## config.mk

```make
export PLATFORM = sky130hd
export DESIGN_NAME = multicycle_ctrl_flat
export DESIGN_NICKNAME = d
export VERILOG_FILES = /design/src/rtl/multicycle_ctrl_if.sv /design/src/rtl/multicycle_ctrl.sv /design/src/flat_wrapper.sv
export SDC_FILE = /design/constraint.sdc
export NUM_CORES = 1
export LEC_CHECK = 0
export CORE_ASPECT_RATIO = 1.5
export CORE_MARGIN = 2
export CORE_UTILIZATION = 35
export DETAILED_ROUTE_END_ITERATION = 10
export SLEW_MARGIN = 20
export SYNTH_ARGS = -nofsm -noshare
export SYNTH_HDL_FRONTEND = slang
export SYNTH_SLANG_ARGS = --single-unit
```

## constraint.sdc

```tcl
create_clock -name i_clk -period 1.7 [get_ports i_clk]
set_input_delay 0.255 -clock i_clk [delete_from_list [all_inputs] [get_ports i_clk]]
set_output_delay 0.255 -clock i_clk [all_outputs]
set_load 0.01 [all_outputs]
```

## src/rtl/multicycle_ctrl_if.sv

```systemverilog
// Control/status bundle between the multi-cycle controller and its datapath.
// The controller side uses the slave modport; the datapath side uses master.
interface multicycle_ctrl_if;
   logic [5:0] i_con_Opcode;
   logic       i_con_jumpreg;
   logic       i_con_MemReady;

   logic       o_con_PcWrite;
   logic       o_con_PcWriteCond;
   logic [1:0] o_con_PcSource;
   logic       o_con_IorD;
   logic       o_con_MemRead;
   logic       o_con_MemWrite;
   logic       o_con_IrWrite;
   logic       o_con_MemToReg;
   logic       o_con_RegWrite;
   logic [1:0] o_con_RegDst;
   logic       o_con_AluSrcA;
   logic [1:0] o_con_AluSrcB;
   logic [1:0] o_con_AluOp;
   logic [3:0] o_con_Other;
   logic       o_con_MemErr;
   logic       o_con_Illegal;
   logic [3:0] o_con_State;

   modport slave (
      input  i_con_Opcode, i_con_jumpreg, i_con_MemReady,
      output o_con_PcWrite, o_con_PcWriteCond, o_con_PcSource, o_con_IorD,
             o_con_MemRead, o_con_MemWrite, o_con_IrWrite, o_con_MemToReg,
             o_con_RegWrite, o_con_RegDst, o_con_AluSrcA, o_con_AluSrcB,
             o_con_AluOp, o_con_Other, o_con_MemErr, o_con_Illegal, o_con_State
   );

   modport master (
      output i_con_Opcode, i_con_jumpreg, i_con_MemReady,
      input  o_con_PcWrite, o_con_PcWriteCond, o_con_PcSource, o_con_IorD,
             o_con_MemRead, o_con_MemWrite, o_con_IrWrite, o_con_MemToReg,
             o_con_RegWrite, o_con_RegDst, o_con_AluSrcA, o_con_AluSrcB,
             o_con_AluOp, o_con_Other, o_con_MemErr, o_con_Illegal, o_con_State
   );
endinterface

```

## src/rtl/multicycle_ctrl.sv

```systemverilog
// Main control FSM of the multi-cycle MIPS core: fetch/decode/execute/memory/
// writeback sequencing, with a wait counter that aborts stalled memory accesses.
module multicycle_ctrl #(
   parameter int unsigned MEM_TIMEOUT = 255,
   parameter int unsigned CNT_W       = 8
) (
   input logic              i_clk,
   input logic              i_rst_n,
   multicycle_ctrl_if.slave bus
);

   typedef enum logic [3:0] {
      StFetch  = 4'd0,  StDecode = 4'd1,  StMemAdr = 4'd2,  StMemRd  = 4'd3,
      StMemWb  = 4'd4,  StMemWr  = 4'd5,  StRExec  = 4'd6,  StRWb    = 4'd7,
      StBranch = 4'd8,  StIExec  = 4'd9,  StIWb    = 4'd10, StJump   = 4'd11,
      StJal    = 4'd12, StJr     = 4'd13
   } state_e;

   // Last waiting cycle: a miss here makes the counter reach MEM_TIMEOUT.
   localparam logic [CNT_W-1:0] WaitLast = CNT_W'(MEM_TIMEOUT - 1);

   state_e           state_q, state_d;
   logic [CNT_W-1:0] cnt_q, cnt_d;
   logic             mem_err_q, mem_err_d;
   logic             illegal_q, illegal_d;
   logic             in_mem, timeout;
   logic [3:0]       iexec_other;

   assign in_mem  = (state_q == StFetch) || (state_q == StMemRd) || (state_q == StMemWr);
   // MemReady has priority over the timeout compare.
   assign timeout = in_mem && !bus.i_con_MemReady && (cnt_q >= WaitLast);

   // I-type ALU sub-op for alu_control, from the opcode.
   always_comb begin
      case (bus.i_con_Opcode)
         6'd12:         iexec_other = 4'd1;
         6'd13:         iexec_other = 4'd2;
         6'd14:         iexec_other = 4'd3;
         6'd10, 6'd11:  iexec_other = 4'd6;
         6'd15:         iexec_other = 4'd7;
         default:       iexec_other = 4'd0;
      endcase
   end

   // Next state, wait counter and pulse requests.
   always_comb begin
      state_d   = state_q;
      cnt_d     = '0;
      mem_err_d = timeout;
      illegal_d = 1'b0;
      if (in_mem && !bus.i_con_MemReady && !timeout) begin
         cnt_d = (cnt_q == '1) ? cnt_q : cnt_q + 1'b1;
      end
      case (state_q)
         StFetch:  if (bus.i_con_MemReady) state_d = StDecode;
         StDecode: begin
            case (bus.i_con_Opcode)
               6'd0:                    state_d = StRExec;
               6'd35, 6'd43:            state_d = StMemAdr;
               6'd4, 6'd5:              state_d = StBranch;
               6'd8, 6'd9, 6'd10, 6'd11,
               6'd12, 6'd13, 6'd14, 6'd15: state_d = StIExec;
               6'd2:                    state_d = StJump;
               6'd3:                    state_d = StJal;
               default: begin
                  state_d   = StFetch;
                  illegal_d = 1'b1;
               end
            endcase
         end
         StMemAdr: state_d = (bus.i_con_Opcode == 6'd35) ? StMemRd : StMemWr;
         StMemRd: begin
            if (bus.i_con_MemReady) state_d = StMemWb;
            else if (timeout)       state_d = StFetch;
         end
         StMemWr:  if (bus.i_con_MemReady || timeout) state_d = StFetch;
         StRExec:  state_d = bus.i_con_jumpreg ? StJr : StRWb;
         StIExec:  state_d = StIWb;
         default:  state_d = StFetch;
      endcase
   end

   // State, counter and pulse registers.
   always_ff @(posedge i_clk or negedge i_rst_n) begin
      if (!i_rst_n) begin
         state_q   <= StFetch;
         cnt_q     <= '0;
         mem_err_q <= 1'b0;
         illegal_q <= 1'b0;
      end else begin
         state_q   <= state_d;
         cnt_q     <= cnt_d;
         mem_err_q <= mem_err_d;
         illegal_q <= illegal_d;
      end
   end

   // Moore control decode; forced low while reset is held so strobes drop at once.
   always_comb begin
      bus.o_con_PcWrite     = 1'b0;
      bus.o_con_PcWriteCond = 1'b0;
      bus.o_con_PcSource    = 2'd0;
      bus.o_con_IorD        = 1'b0;
      bus.o_con_MemRead     = 1'b0;
      bus.o_con_MemWrite    = 1'b0;
      bus.o_con_IrWrite     = 1'b0;
      bus.o_con_MemToReg    = 1'b0;
      bus.o_con_RegWrite    = 1'b0;
      bus.o_con_RegDst      = 2'd0;
      bus.o_con_AluSrcA     = 1'b0;
      bus.o_con_AluSrcB     = 2'd0;
      bus.o_con_AluOp       = 2'd0;
      bus.o_con_Other       = 4'd0;
      if (i_rst_n) begin
         case (state_q)
            StFetch: begin
               bus.o_con_MemRead = 1'b1;
               bus.o_con_AluSrcB = 2'd1;
               bus.o_con_IrWrite = bus.i_con_MemReady;
               bus.o_con_PcWrite = bus.i_con_MemReady;
            end
            StDecode: bus.o_con_AluSrcB = 2'd3;
            StMemAdr: begin
               bus.o_con_AluSrcA = 1'b1;
               bus.o_con_AluSrcB = 2'd2;
            end
            StMemRd: begin
               bus.o_con_MemRead = 1'b1;
               bus.o_con_IorD    = 1'b1;
            end
            StMemWb: begin
               bus.o_con_RegWrite = 1'b1;
               bus.o_con_MemToReg = 1'b1;
            end
            StMemWr: begin
               bus.o_con_MemWrite = 1'b1;
               bus.o_con_IorD     = 1'b1;
            end
            StRExec: begin
               bus.o_con_AluSrcA = 1'b1;
               bus.o_con_AluOp   = 2'd2;
            end
            StRWb: begin
               bus.o_con_AluSrcA  = 1'b1;
               bus.o_con_AluOp    = 2'd2;
               bus.o_con_RegWrite = 1'b1;
               bus.o_con_RegDst   = 2'd1;
            end
            StBranch: begin
               bus.o_con_AluSrcA     = 1'b1;
               bus.o_con_PcWriteCond = 1'b1;
               bus.o_con_PcSource    = 2'd1;
               if (bus.i_con_Opcode == 6'd4) begin
                  bus.o_con_AluOp = 2'd1;
               end else if (bus.i_con_Opcode == 6'd5) begin
                  bus.o_con_AluOp = 2'd3;
                  bus.o_con_Other = 4'd5;
               end
            end
            StIExec, StIWb: begin
               bus.o_con_AluSrcA  = 1'b1;
               bus.o_con_AluSrcB  = 2'd2;
               bus.o_con_AluOp    = 2'd3;
               bus.o_con_Other    = iexec_other;
               bus.o_con_RegWrite = (state_q == StIWb);
            end
            StJump: begin
               bus.o_con_PcWrite  = 1'b1;
               bus.o_con_PcSource = 2'd2;
            end
            StJal: begin
               bus.o_con_AluOp    = 2'd3;
               bus.o_con_Other    = 4'd8;
               bus.o_con_RegWrite = 1'b1;
               bus.o_con_RegDst   = 2'd2;
               bus.o_con_PcWrite  = 1'b1;
               bus.o_con_PcSource = 2'd2;
            end
            StJr: begin
               bus.o_con_PcWrite  = 1'b1;
               bus.o_con_PcSource = 2'd3;
            end
            default: ;
         endcase
      end
   end

   assign bus.o_con_MemErr  = mem_err_q;
   assign bus.o_con_Illegal = illegal_q;
   assign bus.o_con_State   = state_q;

endmodule
```

## src/flat_wrapper.sv

```systemverilog
// flat-port wrapper written by rule: the top's interface ports become plain ports
module multicycle_ctrl_flat 
#(
   parameter int unsigned MEM_TIMEOUT = 255,
   parameter int unsigned CNT_W       = 8
)
  (i_clk, i_rst_n, bus_i_con_Opcode, bus_i_con_jumpreg, bus_i_con_MemReady, bus_o_con_PcWrite, bus_o_con_PcWriteCond, bus_o_con_PcSource, bus_o_con_IorD, bus_o_con_MemRead, bus_o_con_MemWrite, bus_o_con_IrWrite, bus_o_con_MemToReg, bus_o_con_RegWrite, bus_o_con_RegDst, bus_o_con_AluSrcA, bus_o_con_AluSrcB, bus_o_con_AluOp, bus_o_con_Other, bus_o_con_MemErr, bus_o_con_Illegal, bus_o_con_State);
  multicycle_ctrl_if bus_i ();
  input logic i_clk;
  input logic i_rst_n;
  input wire logic [$bits(bus_i.i_con_Opcode)-1:0] bus_i_con_Opcode;
  input wire logic [$bits(bus_i.i_con_jumpreg)-1:0] bus_i_con_jumpreg;
  input wire logic [$bits(bus_i.i_con_MemReady)-1:0] bus_i_con_MemReady;
  output wire logic [$bits(bus_i.o_con_PcWrite)-1:0] bus_o_con_PcWrite;
  output wire logic [$bits(bus_i.o_con_PcWriteCond)-1:0] bus_o_con_PcWriteCond;
  output wire logic [$bits(bus_i.o_con_PcSource)-1:0] bus_o_con_PcSource;
  output wire logic [$bits(bus_i.o_con_IorD)-1:0] bus_o_con_IorD;
  output wire logic [$bits(bus_i.o_con_MemRead)-1:0] bus_o_con_MemRead;
  output wire logic [$bits(bus_i.o_con_MemWrite)-1:0] bus_o_con_MemWrite;
  output wire logic [$bits(bus_i.o_con_IrWrite)-1:0] bus_o_con_IrWrite;
  output wire logic [$bits(bus_i.o_con_MemToReg)-1:0] bus_o_con_MemToReg;
  output wire logic [$bits(bus_i.o_con_RegWrite)-1:0] bus_o_con_RegWrite;
  output wire logic [$bits(bus_i.o_con_RegDst)-1:0] bus_o_con_RegDst;
  output wire logic [$bits(bus_i.o_con_AluSrcA)-1:0] bus_o_con_AluSrcA;
  output wire logic [$bits(bus_i.o_con_AluSrcB)-1:0] bus_o_con_AluSrcB;
  output wire logic [$bits(bus_i.o_con_AluOp)-1:0] bus_o_con_AluOp;
  output wire logic [$bits(bus_i.o_con_Other)-1:0] bus_o_con_Other;
  output wire logic [$bits(bus_i.o_con_MemErr)-1:0] bus_o_con_MemErr;
  output wire logic [$bits(bus_i.o_con_Illegal)-1:0] bus_o_con_Illegal;
  output wire logic [$bits(bus_i.o_con_State)-1:0] bus_o_con_State;
  assign bus_i.i_con_Opcode = bus_i_con_Opcode;
  assign bus_i.i_con_jumpreg = bus_i_con_jumpreg;
  assign bus_i.i_con_MemReady = bus_i_con_MemReady;
  assign bus_o_con_PcWrite = bus_i.o_con_PcWrite;
  assign bus_o_con_PcWriteCond = bus_i.o_con_PcWriteCond;
  assign bus_o_con_PcSource = bus_i.o_con_PcSource;
  assign bus_o_con_IorD = bus_i.o_con_IorD;
  assign bus_o_con_MemRead = bus_i.o_con_MemRead;
  assign bus_o_con_MemWrite = bus_i.o_con_MemWrite;
  assign bus_o_con_IrWrite = bus_i.o_con_IrWrite;
  assign bus_o_con_MemToReg = bus_i.o_con_MemToReg;
  assign bus_o_con_RegWrite = bus_i.o_con_RegWrite;
  assign bus_o_con_RegDst = bus_i.o_con_RegDst;
  assign bus_o_con_AluSrcA = bus_i.o_con_AluSrcA;
  assign bus_o_con_AluSrcB = bus_i.o_con_AluSrcB;
  assign bus_o_con_AluOp = bus_i.o_con_AluOp;
  assign bus_o_con_Other = bus_i.o_con_Other;
  assign bus_o_con_MemErr = bus_i.o_con_MemErr;
  assign bus_o_con_Illegal = bus_i.o_con_Illegal;
  assign bus_o_con_State = bus_i.o_con_State;
  multicycle_ctrl #(.MEM_TIMEOUT(MEM_TIMEOUT), .CNT_W(CNT_W)) u_core (.i_clk(i_clk), .i_rst_n(i_rst_n), .bus(bus_i));
endmodule
```

* After elaboration in Yosys (flattened, before gate mapping)
Index checks and enable logic that the tools add are counted.
Cells by class: $add $sub $neg 1, $lt $le $gt $ge 1, eq/ne operators 32, muxes and demuxes 45, reduce and logical (&&, ||, !) cells 26
Operator list (count):
- $eq 6x4->1 const B | 8
- $mux 4 | 7
- $pmux 4 s7 | 1
- $eq 4x4->1 const B | 6
- $pmux 4 s6 | 1
- $mux 1 | 18
- $pmux 2 s3 | 3
- $eq 4x3->1 const B | 4
- $mux 8 | 2
- $reduce_or 2->1 | 8
- $pmux 3 s5 | 1
- $reduce_or 15->1 | 1
- $eq 6x2->1 const B | 2
- $eq 6x3->1 const B | 2
- $eq 6x6->1 const B | 2
- $mux 2 | 6
- $pmux 4 s3 | 1
- $reduce_or 3->1 | 4
- $add 8x1->8 const B | 1
- $eq 4x2->1 const B | 2
- $eq 8x8->1 const B | 1
- $ge 8x8->1 const B | 1
- $reduce_or 8->1 | 1
- $logic_not 6->1 | 1
- other kinds (12) | 21
Storage, ports and cells: flip-flop bits (word level) 14, bits of input ports 10, output and inout port bits 27, logic and storage cells 109

* Longest topological paths before layout
Gate-level depths: netlist of the first run.
depth in word-level cells 8, mapped depth 6, depth with buffers taken out 5

* Worst setup path before layout of the first run
OpenSTA, ideal clock, no wires.
kind register to output, start point reg u_core.state_q[1] (netlist: u_core.bus.o_con_State[1]), end point out bus_o_con_AluSrcA, arrival 1.628 ns, data required time 1.445 ns, setup slack -0.183 ns, stages on the path, launching flop included 5, buffers on the path 2, cell sequence dfrtp_1 buf_2 buf_1 nor2_1 a2111oi_0
Between the ends: word-level cells in the longest chain between the ends 4, elaborated cells on any way between the ends 9, classes of those cells eq/ne: 6; mux: 2; reduce/logical: 1
Ends and longest elaborated chain:
- start: declaration | line multicycle_ctrl.sv:22 | state_e state_q, state_d;
- start signal: assignment | line multicycle_ctrl.sv:86 | state_q <= StFetch;
- start signal: assignment | line multicycle_ctrl.sv:91 | state_q <= state_d;
- $eq 4x2->1, or another cell as far along | line multicycle_ctrl.sv:115 | case (state_q)
- $reduce_or 6->1 (no line) *
- $mux 1 * | line multicycle_ctrl.sv:115
- $mux 1 * | line multicycle_ctrl.sv:114 | if (i_rst_n) begin
- end: declaration | line flat_wrapper.sv:24 | output wire logic [$bits(bus_i.o_con_AluSrcA)-1:0] bus_o_con_AluSrcA;
Mark *: on every way between the ends. The rest lies on a longest branch, timed or not.

* Worst setup path after layout of the first run
start point reg u_core.state_q[1] (netlist: u_core.bus.o_con_State[1]), end point out bus_o_con_Other[0]
Between the ends: word-level cells in the longest chain between the ends 4, elaborated cells on any way between the ends 7, classes of those cells eq/ne: 4; mux: 2; reduce/logical: 1
Ends and longest elaborated chain:
- $eq 4x4->1 | line multicycle_ctrl.sv:115
- $reduce_or 2->1 | line multicycle_ctrl.sv:115
- $pmux 4 s3 * | line multicycle_ctrl.sv:115
- $mux 4 * | line multicycle_ctrl.sv:114
- end: declaration | line flat_wrapper.sv:27 | output wire logic [$bits(bus_i.o_con_Other)-1:0] bus_o_con_Other;
Marked as above.

==> impl_metrics.json, run 1 <==
{
  "place_congestion": 0.8221,
  "power.density_mw_per_mm2": 1661,
  "period_share_pct": 121.7,
  "pin_count": 37,
  "crit_required_ns": 1.44,
  "core_mm2": 0.003416,
  "outcome": "finished, violations left",
  "crit_fanout": 5,
  "syn_area_mm2": 0.001257,
  "arrival_ns": 1.81,
  "ys_seq_elements": 14,
  "rows": 26,
  "dp_slack_ns": -0.5685,
  "cts_buffer_depth": 2,
  "grt_pass1_wl_um": 7921,
  "place_hpwl_um": 3196,
  "netlist.area_leader.share_pct": 27.86,
  "postSynthCellCount": 168,
  "clock-root-buffer": "clkbuf_8",
  "critical_path_cell_count": 6,
  "startpoint_type": "register",
  "worst_slack_ns": -0.3695,
  "final_nets": 278,
  "place_area_mm2": 0.001942,
  "critPathSlowestCell": "dfrtp_2",
  "highest_layer": "met4",
  "slew_headroom_pct": 53.19,
  "tightest_slew_ns": 0.7015,
  "async_flop_share_pct": 100.0,
  "grt_max_degree": 16,
  "critical_path.startpoint": "u_core.bus.o_con_State[1]",
  "htreeDepth": 1,
  "grt-ovfl-total": 0,
  "final_cells": 307,
  "dr_wl_met2_um": 3166,
  "start_util_pct": 36.81,
  "wl_met1_um": 2012,
  "die-area_mm2": 0.004098,
  "antenna_found_initial": 0,
  "clock_latency_ns": 0.25,
  "finalHoldViolations": 0,
  "cp_top_family": "simple AND/OR/NAND/NOR gates",
  "critPathKind": "reg2out",
  "wl_met3_um": 159,
  "worstReg2RegStart": "u_core.bus.o_con_State[2]",
  "slowest_delay_ns": 0.47,
  "clkSinkCount": 14,
  "min_path_type": "in2async",
  "yosys.area.top_type": "dfrtp_1",
  "final_area_mm2": 0.002526,
  "endpoint_kind": "output pin",
  "numCtsBuffers": 3,
  "synthDistinctLibCells": 45,
  "failed_checks": "setup timing",
  "ant_nets": 0,
  "critPathBufInv": 2,
  "cts_tree": "done",
  "dr.pass1.iters": 6,
  "leakage_nw": 1.172,
  "slew_violations": 0,
  "critical_path.endpoint": "bus_o_con_Other[0]",
  "synth-edff-count": 0,
  "cts.reportedPaths.clkPinSlew_ns": 0.06,
  "diodes": 0,
  "area_growth_syn_to_layout_pct": 100.9,
  "yosys_warnings": 0,
  "vias": 1723,
  "synth_fp_nets": 180,
  "finalCriticalPeriod_ns": 2.069,
  "yosysSeqAreaShare_pct": 27.86,
  "utilization_pct": 73.96,
  "routed_wl_um": 5535,
  "dieWidth_um": 52.94,
  "portBuffers": 36,
  "crit_chain": "nor4b_4 > nand4_1 > buf_4 > o31a_1 > nor2_1 > buf_2",
  "drc": 0,
  "dpl.cell_count": 275,
  "die_height_um": 77.41,
  "drt_iter0_drc": 48,
  "ir_drop_uv": 1118,
  "wl_per_cell_um": 18.03,
  "drv_cap": 0,
  "r2r-end": "u_core.bus.o_con_State[0]",
  "drive_gt1_share_pct": 53.58,
  "synth_area_leaders": "dfrtp_1 (28%), nor2_1 (8.1%), nand2_1 (4.5%)",
  "ys.flop_type": "dfrtp_1",
  "total_power_mw": 4.195,
  "worstRegToRegCells": 7,
  "rrSetupSlack_ns": -0.27,
  "setup_viol_count_final": 28,
  "avgViaCountPerCell": 5.612,
  "track_usage_pct": 25.42,
  "rsz0062_at_grt": "true",
  "max_freq_mhz": 483.2,
  "finClkSkew_ns": 0.006674,
  "grt_pass1_vias": 1774,
  "syn_avg_cell_area_um2": 7.485
}
## area by class of cell
class,instances,area [µm²]
multi-input cells,134,1076
repair buffers,107,963.4
fillers,225,889.6
flip-flops and latches,14,354.1
clock buffers,4,55.05
well taps,42,52.55
inverters,6,25.02
## where the power goes
part,internal (mW),switching [mW]
Sequential,0.413,0.135
Clock,0.205,0.120
Combinational,1.86,1.46
## layout by cell type, fill, tap and decap left out, drive strengths merged, types with 6 or more instances in the layout
master and count:
dfrtp 14, buf 91, nand2 15, xnor2 6
a21oi 8, nor2 27, clkdlybuf4s50 11, nor2b 8
inv 6, and3 7, nor3 10
## kinds of logic after synthesis
group,count (synthesis),share of synthesized area [%]
buf+inv,20,7.363
fa+ha+maj,2,1.990
compound gates,37,21.29
flops,14,27.86
mux,1,0.8955
xor+xnor,7,4.876
simple gates,87,35.72
## sequential cells by signal, summed over array words and instances (netlist names)
signal                    flops
u_core.cnt_q                  8
u_core.bus.o_con_State        4
u_core.bus.o_con_Illegal      1
u_core.bus.o_con_MemErr       1
## per-stage QoR
stage                TNS [ns]  hold slack, ns
finish                 -3.988          0.4529
global placement       -10.47          0.5211
floorplan           -0.008614        -0.04059
detailed placement     -11.07          0.5418
global route           -5.607          0.4903
CTS                    -4.016          0.4360
## worst min path at each step
stage,from,end,slack (ns),cells past startpoint
floorplan,i_rst_n,u_core.bus.o_con_Illegal,-0.04,0
global placement,u_core.cnt_q[7],u_core.cnt_q[7],0.52,2
detailed placement,u_core.cnt_q[7],u_core.cnt_q[7],0.54,2
CTS,i_rst_n,u_core.cnt_q[1],0.44,2
global route,i_rst_n,u_core.cnt_q[0],0.49,2
finish,i_rst_n,u_core.cnt_q[1],0.45,2
## routing by layer
metal / track usage (%) / vias to the layer above
met2: 48.50 / 60
met4: 10.77 / 0
li1: - / 796
met5: 0 / -
met1: 25.98 / 846
met3: 3.269 / 21
## cell usage after synthesis, drive strengths merged, types with 3 or more instances
library cell  number
nor2              27
nand2             15
dfrtp             14
nor3              10
a21oi              8
clkbuf             8
nor2b              8
and3               7
buf                6
inv                6
xnor2              6
nand3              4
o21ai              4
a211oi             3
a31oi              3
nand4              3
o21a               3
## what timing repair did
item	4_1_cts	5_1_grt
resized for setup	131	47
setup buffers	22	6
cloned	2	0
pin swaps	16	21
hold buffers	0	0
endpoints found under the setup margin	34	31
Power figures use the tool's default switching activity.
==> run 2: changes to the inputs <==
- clock period: 1.7 -> 2.2 ns (I/O delays scaled with it)
==> run 2 against run 1 <==
Net effect:
- the flow now finishes without violations
- count of clock-buffer cells in the layout did not move
- critical path type unchanged
- non-clock buffer count shrank 30
- global-route usage shrank 4.4 points
- clock skew fell by 0.0052 ns
- highest routed layer unchanged
- routed wire length is 25% lower
==> impl_metrics.json, run 2 (same netlist as run 1, synthesis figures left out) <==
{
  "outcome": "completed",
  "slew_violations": 0,
  "ant_nets": 0,
  "largest_reg_flops": 8,
  "core_mm2": 0.003416,
  "crit_required_ns": 1.87,
  "wl_per_cell_um": 15.05,
  "largest_register": "u_core.cnt_q",
  "place_congestion": 0.8016,
  "ir_drop_uv": 691.5,
  "die_height_um": 77.41,
  "final_cell_mix": "buf_4 (37), nor2_1 (23), clkdlybuf4s50_1 (19)",
  "cts_tree": "done",
  "power.density_mw_per_mm2": 1063,
  "dieWidth_um": 52.94,
  "max_freq_mhz": 461.7,
  "diodes": 0,
  "startpoint_type": "register",
  "period_share_pct": 98.46,
  "switchingPower_mw": 0.9109,
  "dr.pass1.iters": 4,
  "rows": 26,
  "pin_count": 37,
  "drive_gt1_share_pct": 28.09,
  "clock-root-buffer": "clkbuf_8",
  "finClkSkew_ns": 0.001489,
  "cts.reportedPaths.clkPinSlew_ns": 0.06,
  "clock_latency_ns": 0.24,
  "critPathKind": "reg2out",
  "drv_cap": 0,
  "drc": 0,
  "final_common_cell": "buf_4",
  "antenna_found_initial": 0,
  "avgViaCountPerCell": 5.462,
  "rrSetupSlack_ns": 0.30,
  "r2r-end": "u_core.cnt_q[4]",
  "routed_wl_um": 4169,
  "seq_power_share_pct": 18.4,
  "die-area_mm2": 0.004098,
  "hold_buffers": 0,
  "slew_headroom_pct": 71.44,
  "numCtsBuffers": 3,
  "endpoint_kind": "output pin",
  "tightest_slew_ns": 0.4283,
  "track_usage_pct": 21.00,
  "vias": 1513,
  "cts_buffer_depth": 2,
  "swShare_pct": 42.21,
  "internal-power_mw": 1.247,
  "finalHoldViolations": 0,
  "grt_max_degree": 15,
  "start_util_pct": 36.81,
  "dpl.cell_count": 263,
  "crit_fanout": 9,
  "final_nets": 248,
  "place_area_mm2": 0.001846,
  "setup_viol_count_final": 0,
  "grt_pass1_wl_um": 6686,
  "worstReg2RegStart": "u_core.bus.o_con_State[1]",
  "grt_pass1_vias": 1528,
  "grt-ovfl-total": 0,
  "portBuffers": 36,
  "place_hpwl_um": 3168,
  "htreeDepth": 1,
  "leakage_nw": 0.9800,
  "min_path_type": "in2async",
  "final_cells": 277,
  "clkSinkCount": 14,
  "rsz0062_at_grt": "true",
  "finalCriticalPeriod_ns": 2.166,
  "drt_iter0_drc": 29,
  "worstRegToRegCells": 5,
  "area_growth_syn_to_layout_pct": 61.49,
  "p_clk_share_pct": 11.5,
  "final_area_mm2": 0.002031,
  "share_comb_of_total_power_pct": 70.1,
  "arrival_ns": 1.84
}
[run 2: final cells by class]
cell class,instances,area (µm²)
fillers,342,1385
multi-input cells,134,862.1
repair buffers,77,681.9
flip-flops and latches,14,352.8
clock buffers,4,55.05
well taps,42,52.55
inverters,6,26.28
[run 2: metal layers]
| metal | share of wire [%] | GRT usage (%) |
|---|---|---|
| met4 | 0.86 | 6.154 |
| met1 | 37 | 21.49 |
| met2 | 59 | 41.63 |
| met3 | 3.7 | 2.308 |
| met5 | 0 | 0 |
[run 2: worst max-delay path by stage]
stage | endpoint | startpoint
floorplan | bus_o_con_AluSrcA | u_core.bus.o_con_State[1]
global placement | bus_o_con_Other[0] | bus_i_con_Opcode[3]
detailed placement | bus_o_con_Other[0] | bus_i_con_Opcode[4]
CTS | bus_o_con_PcSource[1] | u_core.bus.o_con_State[0]
global route | bus_o_con_PcSource[1] | u_core.bus.o_con_State[1]
finish | bus_o_con_PcSource[1] | u_core.bus.o_con_State[2]
[run 2: metrics by stage]
step | util, % | power (mW) | hold slack (ns) | setup slack, ns | setup TNS [ns]
5_1_grt | 59.45 | 2.305 | 0.3013 | -0.05946 | -0.06013
3_3_place_gp | 54.03 | 1.710 | 0.5144 | -0.1316 | -0.7243
3_5_place_dp | 54.03 | 1.743 | 0.5170 | -0.2287 | -0.9547
2_1_floorplan | - | 1.119 | 0.03441 | 0.2415 | 0
6_report | 59.45 | 2.158 | 0.2579 | 0.03389 | 0
4_1_cts | 57.84 | 2.081 | 0.2620 | -0.03213 | -0.03213
[run 2: power by group through the flow]
stage | clock network [mW] | registers [mW] | logic (mW)
final | 0.249 | 0.397 | 1.51
after global routing | 0.271 | 0.402 | 1.63
after CTS | 0.261 | 0.389 | 1.43
after detailed placement | 0 | 0.384 | 1.36
after global placement | 0 | 0.380 | 1.33
after floorplan | 0 | 0.387 | 0.731
[run 2: what timing repair did]
item,CTS,global route
endpoints found under the setup margin,15,14
buffers inserted,5,5
gates resized for setup,28,13
pin swaps,2,1
[run 2: critical path, cell delays in order (launching register included)]
cell	delay, ns
dfrtp_1	0.41
buf_12	0.15
buf_4	0.15
nor2_2	0.11
o21a_1	0.14
buf_4	0.10
clkdlybuf4s50_1	0.52
